### src/rtl/seg7_serial_drv.sv
// Serial driver for an eight-digit seven-segment display behind a shift-register chain.
// Each frame shifts 64 active-low segment bits MSB first, then pulses the storage latch.
module seg7_serial_drv #(
  parameter int unsigned DIV        = 2,
  parameter int unsigned BLINK_BITS = 24
) (
  input  logic        clk,
  input  logic        rst,
  input  logic        start,
  input  logic [31:0] Hexs,
  input  logic [7:0]  points,
  input  logic [7:0]  LES,
  output logic        seg_clk,
  output logic        seg_sout,
  output logic        seg_latch,
  output logic        busy,
  output logic        done
);

  localparam int unsigned DIV_W   = 8;
  localparam int unsigned BIT_W   = 6;
  localparam int unsigned FRAME_W = 64;
  localparam int unsigned DIGITS  = 8;

  typedef enum logic [2:0] {
    S_IDLE  = 3'd0,
    S_LOW   = 3'd1,
    S_HIGH  = 3'd2,
    S_LATCH = 3'd3,
    S_DONE  = 3'd4
  } state_t;

  state_t               state_q, state_n;
  logic [DIV_W-1:0]     div_q, div_n;
  logic [BIT_W-1:0]     bit_q, bit_n;
  logic [FRAME_W-1:0]   frame_q, frame_n;
  logic [BLINK_BITS-1:0] blink_q;

  logic seg_clk_n, seg_sout_n, seg_latch_n, busy_n, done_n;
  logic div_last;

  // Active-low {g,f,e,d,c,b,a} pattern for one hex digit
  function automatic logic [6:0] seg_code(input logic [3:0] h);
    logic [6:0] s;
    case (h)
      4'h0: s = 7'h40;
      4'h1: s = 7'h79;
      4'h2: s = 7'h24;
      4'h3: s = 7'h30;
      4'h4: s = 7'h19;
      4'h5: s = 7'h12;
      4'h6: s = 7'h02;
      4'h7: s = 7'h78;
      4'h8: s = 7'h00;
      4'h9: s = 7'h10;
      4'hA: s = 7'h08;
      4'hB: s = 7'h03;
      4'hC: s = 7'h46;
      4'hD: s = 7'h21;
      4'hE: s = 7'h06;
      default: s = 7'h0E;
    endcase
    return s;
  endfunction

  // Digit i lands in frame[8i+7:8i]; a blinking digit in its off phase is fully blank
  function automatic logic [FRAME_W-1:0] build_frame(input logic [31:0] hx,
                                                     input logic [7:0]  pt,
                                                     input logic [7:0]  le,
                                                     input logic        phase);
    logic [FRAME_W-1:0] f;
    logic [7:0]         digit_byte;
    f = '0;
    for (int i = 0; i < int'(DIGITS); i++) begin
      if (le[i] && phase) digit_byte = 8'hFF;
      else                digit_byte = {~pt[i], seg_code(hx[4*i +: 4])};
      f[8*i +: 8] = digit_byte;
    end
    return f;
  endfunction

  assign div_last = (div_q == DIV_W'(DIV - 1));

  always_ff @(posedge clk) begin
    if (rst) blink_q <= '0;
    else     blink_q <= blink_q + BLINK_BITS'(1);
  end

  always_ff @(posedge clk) begin
    if (rst) begin
      state_q   <= S_IDLE;
      div_q     <= '0;
      bit_q     <= '0;
      frame_q   <= '0;
      seg_clk   <= 1'b0;
      seg_sout  <= 1'b0;
      seg_latch <= 1'b0;
      busy      <= 1'b0;
      done      <= 1'b0;
    end else begin
      state_q   <= state_n;
      div_q     <= div_n;
      bit_q     <= bit_n;
      frame_q   <= frame_n;
      seg_clk   <= seg_clk_n;
      seg_sout  <= seg_sout_n;
      seg_latch <= seg_latch_n;
      busy      <= busy_n;
      done      <= done_n;
    end
  end

  // Next state plus output decode of the next state, so outputs track the state register
  always_comb begin
    state_n = state_q;
    div_n   = div_q;
    bit_n   = bit_q;
    frame_n = frame_q;
    case (state_q)
      S_IDLE: begin
        if (start) begin
          frame_n = build_frame(Hexs, points, LES, blink_q[BLINK_BITS-1]);
          bit_n   = BIT_W'(FRAME_W - 1);
          div_n   = '0;
          state_n = S_LOW;
        end
      end
      S_LOW: begin
        if (div_last) begin
          div_n   = '0;
          state_n = S_HIGH;
        end else begin
          div_n = div_q + DIV_W'(1);
        end
      end
      S_HIGH: begin
        if (div_last) begin
          div_n = '0;
          if (bit_q == '0) begin
            state_n = S_LATCH;
          end else begin
            bit_n   = bit_q - BIT_W'(1);
            state_n = S_LOW;
          end
        end else begin
          div_n = div_q + DIV_W'(1);
        end
      end
      S_LATCH: begin
        if (div_last) begin
          div_n   = '0;
          state_n = S_DONE;
        end else begin
          div_n = div_q + DIV_W'(1);
        end
      end
      S_DONE:  state_n = S_IDLE;
      default: state_n = S_IDLE;
    endcase

    seg_clk_n   = (state_n == S_HIGH);
    seg_sout_n  = ((state_n == S_LOW) || (state_n == S_HIGH)) ? frame_n[bit_n] : 1'b0;
    seg_latch_n = (state_n == S_LATCH);
    busy_n      = (state_n == S_LOW) || (state_n == S_HIGH) || (state_n == S_LATCH);
    done_n      = (state_n == S_DONE);
  end

endmodule

### config.mk
export PLATFORM = sky130hd
export DESIGN_NAME = seg7_serial_drv
export DESIGN_NICKNAME = d
export VERILOG_FILES = /design/src/rtl/seg7_serial_drv.sv
export SDC_FILE = /design/constraint.sdc
export NUM_CORES = 1
export LEC_CHECK = 0
export ABC_AREA = 1
export BUFFER_PORTS_ARGS = -buffer_cell sky130_fd_sc_hd__buf_2
export CORE_ASPECT_RATIO = 0.5
export CORE_MARGIN = 5
export CORE_UTILIZATION = 35
export CTS_CLUSTER_SIZE = 28
export DETAILED_ROUTE_END_ITERATION = 10
export PLACE_DENSITY_LB_ADDON = 0.25
export RECOVER_POWER = 25
export SETUP_SLACK_MARGIN = 0.1
export SLEW_MARGIN = 20
export SYNTH_ARGS = -nofsm -noshare
export SYNTH_HDL_FRONTEND = slang
export SYNTH_SLANG_ARGS = --single-unit
### constraint.sdc
create_clock -name clk -period 5.5 [get_ports clk]
set_input_delay 0.275 -clock clk [delete_from_list [all_inputs] [get_ports clk]]
set_output_delay 0.275 -clock clk [all_outputs]
set_load 0.02 [all_outputs]
==> flow_summary.yaml <==
place:
  gp_congestion: 0.884
  dpl.hpwl_um: 13400
  placed_area_um2: 7830
  port_buffers: 55
floorplanning:
  num_io_pins: 56
  num_rows: 37
  die-area_um2: 24400
  core_um2: 20700
  die_h_um: 113
  initial_core_util_pct: 35.9
  die_x_um: 216
clock_tree:
  post_cts_resized: 0
  cts_buffers: 9
  h-tree-depth: 3
  clock_latency_ns: 0.35
  clockBufferDepth: 2
  clkSlewWorstSetupHoldPaths_ns: 0.08
  tritoncts: "yes"
  cts_setup_buffers: 0
  cts_sinks: 110
  cts_hold_buf: 0
  cts_root_buf: "clkbuf_16"
outcome:
  status: "finished clean"
yosys:
  synthDistinctLibCells: 51
  synthMuxAreaShare_pct: 0
  yosysMostFrequentCell: "nand2_1"
  yosysWarnings: 0
  yosysTopAreaCell: "dfxtp_1"
  syn_area_per_cell_um2: 6.52
  synth_flop_cell: "dfxtp_1"
  async_flop_share_pct: 0
  ys_seq_area_share_pct: 29.7
  synth_fa_ha_area_share_pct: 10.1
  synth_top_area_share_pct: 29.7
  ys_seq_elements: 110
  synth_xor_area_share_pct: 0.236
  yosys-top-cells-count: "nand2_1, nor2_1, nand3_1"
  synth_compound_area_share_pct: 11.4
  syn-instance-count: 1139
  synth_edf_count: 0
  synth.cell_area_um2: 7420
  synth-simple-area-share_pct: 38.7
  synth_top_family_by_area: "simple AND/OR/NAND/NOR gates"
  synth_nets: 1250
  synthTopCellsByArea: "dfxtp_1, nand2_1, ha_1"
detailed_routing:
  first_pass_iters: 5
  drt_wl_total_um: 18100
  wire_per_inst_um: 12.6
  drc: 0
  antenna_left: 0
  via_count: 7004
  drt_iter0_markers: 491
  viasPerCell: 4.86
setup_path:
  crit_path_end_kind: "register"
  cp_max_fo: 33
  crit_path_start_kind: "register"
  cp.required_ns: 5.78
  slowest_stage: "nand2_2"
  slowest_delay_ns: 0.66
  cp_common_cell: "nand3_1"
  path_class: "register to register"
  worstPathCellList: "ha_1, nand2_2, nor2_1, nand4_1, nand2_2, inv_2, nand2_1, nand3_2, nand3_1, nand3_1, nand3_1, nand3_1, a21oi_2"
  regToRegSetupSlack_ns: 1.93
  critPathArrivalTime_ns: 3.85
sta:
  timing.final.crit_period_ns: 3.57
  finalMaxSlewViolations: 0
  grt_setup_unrepaired: "no"
  finalSetupViolations: 0
  fin_setup_tns_ns: 0
  finClkSkew_ns: 0.0120
  timing.fmax_mhz: 280
  worst_pin_slew_ns: 1.03
  hold_viol_final: 0
  slew_headroom_pct: 31.6
  min_period_over_period_pct: 64.8
layout:
  finalInstanceArea_um2: 8070
  syn2layout_area_growth_pct: 8.72
  nFillCells: 2196
  post-route-util_pct: 39.0
  drive_gt1_share_pct: 9.51
  antenna_cells: 0
  finalNetCount: 1273
global_route:
  grt_pass1_wl_um: 30200
  grt_max_degree: 90
  grt.overflow.total: 0
  track_usage_pct: 14.5
  grt_pass1_vias: 6369
  antenna_found_initial: 0
flow_run:
  drv_cap: 0
pwr:
  leakage_nw: 3.86
  power_density_nw_per_um2: 265
  ir_drop_v: 0.000168
min_path:
  hold_path.class: "primary input to register"
-- report_power, final --
part / internal [W] / switching, W
registers: 0.000861 / 0.0000227
clock network: 0.000337 / 0.000307
logic: 0.000203 / 0.000410
total: 0.00140 / 0.000739
-- path summary, 6_finish.rpt --
kind / to / startpoint / cells past startpoint
max: seg_sout / div_q[0] / 13
min: frame_q[47] / points[5] / 4
max reg2reg: seg_sout / div_q[0] / 13
min reg2reg: blink_q[0] / blink_q[0] / 1
-- registers in the layout, indices dropped and copies added, names as in the netlist --
register and cells:
bit_q 6, blink_q 24, busy 1, div_q 8, done 1, frame_q 64, seg_clk 1, seg_latch 1
seg_sout 1, state_q 3
-- cell usage in the layout (no fill, tap or decap), drive strengths merged, types with 4 or more instances in the layout --
| cell type | netlist | final |
|---|---|---|
| a21oi | 31 | 31 |
| buf | 18 | 51 |
| clkbuf | 26 | 16 |
| dfxtp | 110 | 110 |
| ha | 60 | 60 |
| inv | 137 | 139 |
| nand2 | 278 | 278 |
| nand3 | 146 | 146 |
| nand4 | 10 | 10 |
| nor2 | 153 | 153 |
| nor3 | 28 | 28 |
| nor4 | 5 | 5 |
| o211ai | 4 | 4 |
| o21a | 12 | 12 |
| o21ai | 73 | 73 |
| o22ai | 11 | 11 |
| or2 | 14 | 14 |
-- cell families (layout without fill, tap and decap cells) --
kind of cell,Yosys count,count (layout)
and+or+nand+nor,640,640
buffers and inverters,182,210
DFF,110,110
AOI/OAI and AO/OA,145,145
adders and majority gates,60,60
xor gates and xnor gates,2,2
-- per-stage QoR --
| stage | total power [W] | hold slack [ns] | cells | setup slack, ns |
|---|---|---|---|---|
| 2_1_floorplan | 0.00138 | 0.418 | 1139 | 3.56 |
| 3_3_place_gp | 0.00152 | 0.431 | 1424 | 2.54 |
| 3_5_place_dp | 0.00152 | 0.442 | 1424 | 2.43 |
| 4_1_cts | 0.00217 | 0.194 | 1440 | 2.39 |
| 5_1_grt | 0.00228 | 0.204 | 1440 | 1.53 |
| 6_report | 0.00214 | 0.200 | 1440 | 1.93 |
-- area by class of cell --
class	count	area, um2	area share [%]
multi-input cells	847	4430	54.9
flip-flops and latches	110	2200	27.3
inverters	138	523	6.48
well taps	273	342	4.23
repair buffers	56	277	3.43
clock buffers	11	253	3.13
clock inverters	5	41.3	0.512
-- worst max-delay path, delay by kind of cell, from the launching register on --
| family | cells | cell delay [ns] |
|---|---|---|
| AO/OA/AOI/OAI | 1 | 0.14 |
| adder cells (fa/ha/maj) | 1 | 0.19 |
| buffers and inverters | 1 | 0.34 |
| AND/OR/NAND/NOR | 10 | 2.41 |
| flip-flops | 1 | 0.40 |
-- per-layer routing --
| layer | GRT usage [%] | routed length, um | vias to the layer above |
|---|---|---|---|
| li1 | - | - | 3720 |
| met1 | 20.9 | 9640 | 3171 |
| met2 | 23.2 | 7880 | 105 |
| met3 | 2.38 | 501 | 8 |
| met4 | 2.58 | 82 | 0 |
| met5 | 0 | 0 | - |
Note: power is estimated with default switching activity, not from simulation.
